$ cat config.mk
export PLATFORM = sky130hd
export DESIGN_NAME = branch_resolve_ctrl
export DESIGN_NICKNAME = d
export VERILOG_FILES = /design/src/rtl/bp_pkg.sv /design/src/rtl/branch_queue.sv /design/src/rtl/branch_resolve_ctrl.sv
export SDC_FILE = /design/constraint.sdc
export NUM_CORES = 1
export LEC_CHECK = 0
export CAP_MARGIN = 20
export CORE_ASPECT_RATIO = 1.5
export CORE_MARGIN = 2
export CORE_UTILIZATION = 50
export DETAILED_ROUTE_END_ITERATION = 10
export GPL_TIMING_DRIVEN = 1
export PLACE_DENSITY = 0.71
export RECOVER_POWER = 50
export SETUP_SLACK_MARGIN = 0.3
export SYNTH_ARGS = -nofsm -noshare
export SYNTH_HDL_FRONTEND = slang
export SYNTH_SLANG_ARGS = --single-unit
$ cat constraint.sdc
create_clock -name clk -period 31.7 [get_ports clk]
set_input_delay 4.755 -clock clk [delete_from_list [all_inputs] [get_ports clk]]
set_output_delay 4.755 -clock clk [all_outputs]
set_load 0.02 [all_outputs]
$ cat src/rtl/bp_pkg.sv
// Shared types for the branch resolution controller and its queue.
package bp_pkg;

  // Address width of the queued payload; top-level ADDR_W must equal this.
  localparam int unsigned BP_ADDR_W = 32;

  typedef struct packed {
    logic [BP_ADDR_W-1:0] pc;
    logic [BP_ADDR_W-1:0] target;
    logic                 pred_taken;
    logic [BP_ADDR_W-1:0] pred_addr;
  } bq_entry_t;

  typedef enum logic {
    RUN     = 1'b0,
    RECOVER = 1'b1
  } bq_state_t;

endpackage

$ cat src/rtl/branch_queue.sv
// In-order FIFO of in-flight branches with push, pop and whole-queue clear.
module branch_queue
  import bp_pkg::*;
#(
  parameter int unsigned DEPTH = 4
) (
  input  logic                   clk,
  input  logic                   rst,
  input  logic                   push,
  input  logic                   pop,
  input  logic                   clear,
  input  bq_entry_t              wdata,
  output bq_entry_t              rdata,
  output logic [$clog2(DEPTH):0] count,
  output logic                   full,
  output logic                   empty
);

  localparam int unsigned PTR_W = $clog2(DEPTH);
  localparam int unsigned CNT_W = PTR_W + 1;

  logic [PTR_W-1:0] head;
  logic [PTR_W-1:0] tail;
  logic [PTR_W-1:0] head_nxt;
  logic             push_ok;
  logic             pop_ok;
  bq_entry_t        mem [DEPTH];

  assign full     = (count == CNT_W'(DEPTH));
  assign empty    = (count == '0);
  assign push_ok  = push & ~full & ~clear;
  assign pop_ok   = pop & ~empty;
  assign head_nxt = pop_ok ? head + PTR_W'(1) : head;
  assign rdata    = mem[head];

  // Pointer and occupancy tracking; clear collapses tail onto the new head.
  always_ff @(posedge clk or posedge rst) begin
    if (rst) begin
      head  <= '0;
      tail  <= '0;
      count <= '0;
    end else if (clear) begin
      head  <= head_nxt;
      tail  <= head_nxt;
      count <= '0;
    end else begin
      head <= head_nxt;
      if (push_ok) tail <= tail + PTR_W'(1);
      case ({push_ok, pop_ok})
        2'b10:   count <= count + CNT_W'(1);
        2'b01:   count <= count - CNT_W'(1);
        default: count <= count;
      endcase
    end
  end

  // Entry storage; payload needs no reset since count gates validity.
  always_ff @(posedge clk) begin
    if (push_ok) mem[tail] <= wdata;
  end

endmodule

$ cat src/rtl/branch_resolve_ctrl.sv
// Buffers decoded branches, retires them in order on EXEC resolution and
// drives predictor training, fetch redirect and flush.
module branch_resolve_ctrl
  import bp_pkg::*;
#(
  parameter int unsigned DEPTH       = 4,
  parameter int unsigned ADDR_W      = BP_ADDR_W,
  parameter int unsigned RECOVER_CYC = 2
) (
  input  logic                   clk,
  input  logic                   rst,
  input  logic                   d_valid,
  input  logic                   d_is_branch,
  input  logic [ADDR_W-1:0]      d_pc,
  input  logic [ADDR_W-1:0]      d_target_addr,
  input  logic                   d_pred_taken,
  input  logic [ADDR_W-1:0]      d_pred_addr,
  output logic                   d_ready,
  input  logic                   x_valid,
  input  logic                   x_taken,
  output logic                   upd_valid,
  output logic [ADDR_W-1:0]      upd_pc,
  output logic                   upd_taken,
  output logic [ADDR_W-1:0]      upd_target,
  output logic                   redirect_valid,
  output logic [ADDR_W-1:0]      redirect_addr,
  output logic                   flush,
  output logic [$clog2(DEPTH):0] occupancy,
  output logic                   underflow
);

  localparam int unsigned RC_W = $clog2(RECOVER_CYC + 1);

  bq_state_t         state;
  logic [RC_W-1:0]   rcnt;
  bq_entry_t         head_e;
  bq_entry_t         push_e;
  logic              q_full;
  logic              q_empty;
  logic [ADDR_W-1:0] head_pc;
  logic [ADDR_W-1:0] head_target;
  logic [ADDR_W-1:0] pc_plus4;
  logic [ADDR_W-1:0] actual_next;
  logic [ADDR_W-1:0] pred_next;
  logic              pop_c;
  logic              push_c;
  logic              mispredict_c;
  logic              underflow_c;

  // Resolve the head branch against its prediction.
  always_comb begin
    head_pc      = head_e.pc;
    head_target  = head_e.target;
    pc_plus4     = head_pc + ADDR_W'(4);
    actual_next  = x_taken ? head_target : pc_plus4;
    pred_next    = head_e.pred_taken ? head_e.pred_addr : pc_plus4;
    pop_c        = x_valid & ~q_empty & (state == RUN);
    underflow_c  = x_valid & q_empty & (state == RUN);
    mispredict_c = pop_c & (actual_next != pred_next);
    push_c       = d_valid & d_is_branch & d_ready & ~mispredict_c;
    push_e       = '{pc:         d_pc,
                     target:     d_target_addr,
                     pred_taken: d_pred_taken,
                     pred_addr:  d_pred_addr};
  end

  assign d_ready = (state == RUN) & ~q_full;

  branch_queue #(
    .DEPTH (DEPTH)
  ) u_queue (
    .clk   (clk),
    .rst   (rst),
    .push  (push_c),
    .pop   (pop_c),
    .clear (mispredict_c),
    .wdata (push_e),
    .rdata (head_e),
    .count (occupancy),
    .full  (q_full),
    .empty (q_empty)
  );

  // Recovery FSM plus registered training, redirect, flush and underflow.
  always_ff @(posedge clk or posedge rst) begin
    if (rst) begin
      state          <= RUN;
      rcnt           <= '0;
      upd_valid      <= 1'b0;
      upd_pc         <= '0;
      upd_taken      <= 1'b0;
      upd_target     <= '0;
      redirect_valid <= 1'b0;
      redirect_addr  <= '0;
      flush          <= 1'b0;
      underflow      <= 1'b0;
    end else begin
      upd_valid      <= pop_c;
      redirect_valid <= mispredict_c;
      flush          <= mispredict_c;
      if (pop_c) begin
        upd_pc     <= head_pc;
        upd_taken  <= x_taken;
        upd_target <= head_target;
      end
      if (mispredict_c) redirect_addr <= actual_next;
      if (underflow_c) underflow <= 1'b1;
      case (state)
        RUN: begin
          if (mispredict_c) begin
            state <= RECOVER;
            rcnt  <= RC_W'(RECOVER_CYC);
          end
        end
        RECOVER: begin
          if (rcnt <= RC_W'(1)) begin
            state <= RUN;
            rcnt  <= '0;
          end else begin
            rcnt <= rcnt - RC_W'(1);
          end
        end
        default: state <= RUN;
      endcase
    end
  end

endmodule

# Word-level counts from Yosys, hierarchy flattened
# Memory sizes are Yosys's and may differ from the RTL's.
# Cells that the tools add are included.
# word_totals
regBits,110
mem_bits_rw,388
inputBits,103
word_cells,59
n_memories,1
# op_classes
add_sub_neg,6
n_lt_le_gt_ge,1
eq_ne,5
mux,15
n_bitwise,16
reduce_logical,3
# memory_table
name,words,width,rd,rd_clocked_by_memory_dff,write_ports,line,rtl
u_queue.mem,4,97,1,0,1,branch_queue.sv:27,bq_entry_t mem [DEPTH];
# op_table
op,n
2-to-1 mux 32 bit,2
"adder 32 x 3 -> 32 bit, second input constant",1
inequality test 32 bit,1
AND 1 bit,12
2-to-1 mux 2 bit,5
one-hot mux 3 bit (2 select lines),1
"adder 2 x 1 -> 2 bit, second input constant",2
2-to-1 mux 1 bit,4
NOT 1 bit,4
one-hot mux 2 bit (2 select lines),1
"adder 3 x 1 -> 3 bit, second input constant",1
"equality test 3 bit, second input constant",1
zero test 3 bit,1
2-to-1 mux 3 bit,1
nonzero test 3 bit,1
"subtractor 3 x 1 -> 3 bit, second input constant",1
"equality test 2 x 1 -> 1 bit, second input constant",1
"equality test 2 bit, second input constant",1
"<= comparator 2 x 1 -> 1 bit, second input constant",1
"inequality test 2 bit, second input constant",1
one-hot mux 1 bit (2 select lines),1
nonzero test 2 bit,1
"subtractor 2 x 1 -> 2 bit, second input constant",1

# Depth between registers and ports, before layout
# depth
ltp_word,12
mapped_depth,22
mapped_depth_nobuf,17

# Hierarchy
# Synthesis repeated with hierarchy kept, for this count alone.
# unflattened
hier_cells,1291
area_unflattened_um2,21744.6
# by_module_without_submodules
module,instances,cells_each,area_each_um2,seq_area_each_um2
branch_queue,1,572,14518.9,11826.3
branch_resolve_ctrl,1,719,7225.7,2577.5

# Worst setup path before layout
# Ideal clock, no wire load.
# synth_path
path_type,input -> register
startpoint,input x_taken
endpoint,"memory u_queue.mem[0][0] in the netlist's numbering, enable pin"
setup_ns,0.692
arrival_ns,14.308
required_ns,31.008
slack_ns,16.701
cell_stages,14
path_cell_list,clkbuf_1 -> mux4_2 -> mux2i_1 -> xor2_1 -> o211ai_1 -> nor4_1 -> a31oi_1 -> a221o_1 -> a211oi_2 -> nand4_2 -> and2_4 -> buf_6 -> buf_2 -> nor3b_1
# synth_between
elab_chain_cells,9
# synth_lines
item,line,rtl
"start, declared",branch_resolve_ctrl.sv:20,"input logic x_taken,"
2-to-1 mux 32 bit *,branch_resolve_ctrl.sv:55,actual_next = x_taken ? head_target : pc_plus4;
inequality test 32 bit *,branch_resolve_ctrl.sv:59,mispredict_c = pop_c & (actual_next != pred_next);
AND 1 bit *,branch_resolve_ctrl.sv:59,
NOT 1 bit *,"branch_queue.sv:31, branch_resolve_ctrl.sv:60",
AND 1 bit,branch_resolve_ctrl.sv:60,push_c = d_valid & d_is_branch & d_ready & ~mispredict_c;
AND 1 bit,branch_queue.sv:31,assign push_ok = push & ~full & ~clear;
AND 1 bit *,branch_queue.sv:31,
2-to-1 mux 1 bit *,branch_queue.sv:59,if (push_ok) mem[tail] <= wdata;
2-to-1 mux 1 bit (not written as such) *,branch_queue.sv:59,
"end, declared",branch_queue.sv:27,
# Every way passes the cells marked *; elsewhere a longest branch is shown, timed or not.

# Worst setup path in the final report
# layout_path
startpoint,input x_taken
endpoint,"memory u_queue.mem[0][10] in the netlist's numbering, enable pin"
# Same word-level chain as after synthesis.

==> impl_metrics.env <==
export IMPL_vias=12800
export IMPL_hold_buffers=0
export IMPL_p_leak_nw=9.08
export IMPL_ys_seq_area_frac=0.671
export IMPL_path_clk_slew_ns=0.06
export IMPL_dp_hpwl_um=39900
export IMPL_routed_wl_um=57100
export IMPL_grt_use_total=0.257
export IMPL_drt_iter0_drc=1030
export IMPL_p_sw_mw=0.963
export IMPL_yosys_area_top_type="edfxtp_1"
export IMPL_cts_tree="built"
export IMPL_start_kind="primary input"
export IMPL_synth_nets=1490
export IMPL_yosys_top_cells_count="edfxtp_1, nand2_1, dfrtp_1, mux4_2, xnor2_1"
export IMPL_clk_path_buf_depth=3
export IMPL_antenna_found_initial=2
export IMPL_p_sw_frac=0.379
export IMPL_die_height_um=258
export IMPL_synth_fa_ha_area_frac=0.00385
export IMPL_synthFlopType="edfxtp_1"
export IMPL_post_place_ws_ns=20.36
export IMPL_synthArstFlopShare=0.221
export IMPL_synth_xor_area_frac=0.0444
export IMPL_htree_levels=2
export IMPL_synth_top_area_share=0.543
export IMPL_antennaDiodeCount=0
export IMPL_drive_gt1_frac=0.145
export IMPL_synth_edf_count=388
export IMPL_cts_sinks=498
export IMPL_hold_ws_ns=0.453
export IMPL_worst_pin_slew_ns=3.42
export IMPL_cts_setup_buffers=0
export IMPL_finClkSkew_ns=0.0139
export IMPL_root_buffer="clkbuf_16"
export IMPL_synth_top_family_by_area="multiplexers"
export IMPL_max_freq_ghz=0.0976
export IMPL_routed_via_density=5.85
export IMPL_grt_pass1_wl_um=84700
export IMPL_die_area_mm2=0.0446
export IMPL_cp_required_ns=31.90
export IMPL_relSlewSlack=-1.28
export IMPL_finalSetupViolCount=0
export IMPL_period_minus_slack_ns=10.25
export IMPL_synth_area_leaders="edfxtp_1, dfrtp_1, mux4_2"
export IMPL_critical_path_peak_fanout=57
export IMPL_yosysUniqueCellTypes=74
export IMPL_multi_input_area_mm2=0.00659
export IMPL_drt_pass1_iterations=5
export IMPL_vdd_drop_max_uv=55.6
export IMPL_ys_ff_latch=498
export IMPL_rsz0062_at_grt="false"
export IMPL_outcome="finished with violations"
export IMPL_crit_path_end_kind="register"
export IMPL_synth_cells=1381
export IMPL_synth_compound_area_share=0.0426
export IMPL_instances_no_fill=2192
export IMPL_synth_simple_area_share=0.0883
export IMPL_fp_row_count=93
export IMPL_combPwrFrac=0.427
export IMPL_avgSynthCellArea_um2=15.5
export IMPL_fill_cells=3252
export IMPL_nNetsFinal=1693
export IMPL_violations="capacitance limit, slew limit"
export IMPL_cts_buffers=46
export IMPL_io_pins=208
export IMPL_routedWlPerCell_um=26.0
export IMPL_crit_type="in2reg"
export IMPL_p_int_mw=1.58
export IMPL_io_buffers=207
export IMPL_pwr_share_seq=0.350
export IMPL_clk_latency_ns=0.57
export IMPL_seq_area_mm2=0.0144
export IMPL_yosysMostFrequentCell="edfxtp_1"
export IMPL_timing_final_crit_share=0.323
export IMPL_grt_pass1_vias=13200
export IMPL_p_clk_frac=0.224
export IMPL_grt_max_degree=82
export IMPL_place_congestion=0.943
export IMPL_dpl_cell_count=2105
export IMPL_dieWidth_um=173
export IMPL_hold_viol=0
export IMPL_synth_warnings=0
export IMPL_ant_nets=0
export IMPL_power_density_mw_per_mm2=99.4
export IMPL_area_growth_pct=19.2
export IMPL_core_mm2=0.0427
export IMPL_maxSlewViolCount=171
export IMPL_post_synth_instance_area_mm2=0.0215
export IMPL_cp_arrival_ns=10.45
export IMPL_grt_overflow_total=0
export IMPL_drc=0
export IMPL_synth_mux_area_frac=0.127
export IMPL_tns_ns=0
export IMPL_start_util=0.503
export IMPL_cts_resized_gates=0
export IMPL_max_cap_viol_count=4
export IMPL_worst_slack_ns=21.45
export IMPL_hold_path_class="reg2reg"
==> kinds of logic (layout without fill, tap and decap cells) <==
logic type               Yosys count  in the layout
AO/OA/AOI/OAI                    138            138
XOR/XNOR                          97             97
adder cells (fa/ha/maj)            6              6
buffers and inverters             97            338
flip-flops                       498            498
multiplexers                     141            141
AND/OR/NAND/NOR                  404            404
==> power groups by stage <==
stage | clock network, mW | logic (mW) | registers [mW]
after detailed placement | 0 | 1.09 | 0.904
after global placement | 0 | 1.09 | 0.900
after floorplan | 0 | 0.637 | 0.960
after global routing | 0.602 | 1.15 | 0.901
final | 0.568 | 1.09 | 0.889
after CTS | 0.576 | 1.10 | 0.891
==> per-stage QoR <==
stage,util,power (mW),area [um2]
5_1_grt,0.599,2.65,25600
6_report,0.599,2.54,25600
3_5_place_dp,0.562,2.00,24000
2_1_floorplan,-,1.60,21500
4_1_cts,0.599,2.57,25600
3_3_place_gp,0.562,1.99,24000
==> flip-flops by register name (all words and copies together) (netlist names) <==
name / cells
u_queue.count: 3
underflow: 1
flush: 1
redirect_addr: 32
upd_target: 32
u_queue.head: 2
u_queue.tail: 2
upd_valid: 1
rcnt: 2
u_queue.mem: 388
upd_pc: 32
state: 1
upd_taken: 1
==> worst max-delay path, cell delays in order <==
cell and delay, ns:
buf_2 0.32, buf_4 0.54, inv_2 0.35, nand2_1 0.32
nor3_1 0.10, a21boi_0 0.18, o211ai_1 0.10, nor4_1 0.32
nand4_1 0.15, nor4_2 0.33, nand4_2 0.45, and2_4 0.58
nor3b_2 0.39, buf_6 0.22, buf_4 0.55, buf_4 0.63
==> routing by layer <==
metal  global-route usage  vias up  share of wire
met2                0.459      478           0.53
met4                0.114        0          0.045
li1                     -     5656              -
met5                    0        -              0
met1                0.317     6557           0.38
met3               0.0297      122          0.046
==> cells in the final DEF, fill, tap and decap left out, types with 41 or more instances in the layout <==
master / netlist / routed
dlygate4sd3_1: 0 / 140
mux4_2: 100 / 100
xor2_1: 41 / 41
edfxtp_1: 388 / 388
clkbuf_16: 0 / 47
clkdlybuf4s50_1: 0 / 66
dfrtp_1: 110 / 108
xnor2_1: 48 / 48
nand2_1: 231 / 231
==> final timing paths <==
| kind | start | endpoint | slack [ns] | cells after the start |
|---|---|---|---|---|
| min in group asynchronous | rst | upd_pc[21]$_DFFE_PP0P_ | 4.96 | 2 |
| max | x_taken | u_queue.mem[0][10]$_DFFE_PP_ | 21.45 | 16 |
| min reg2reg | underflow$_DFFE_PP0P_ | underflow$_DFFE_PP0P_ | 0.45 | 1 |
| max in group asynchronous | rst | u_queue.head[1]$_DFF_PP0_ | 22.69 | 3 |
| min | underflow$_DFFE_PP0P_ | underflow$_DFFE_PP0P_ | 0.45 | 1 |
| max reg2reg | u_queue.head[1]$_DFF_PP0_ | u_queue.mem[0][10]$_DFFE_PP_ | 23.45 | 17 |
==> cell type report <==
type	instances	share of cell area
Clock buffer	56	0.0489
Clock inverter	30	0.0124
Sequential cell	498	0.563
Multi-Input combinational cell	786	0.257
Tap cell	570	0.0279
Inverter	27	0.00401
Timing Repair Buffer	225	0.0859
Power figures use the tool's default switching activity.
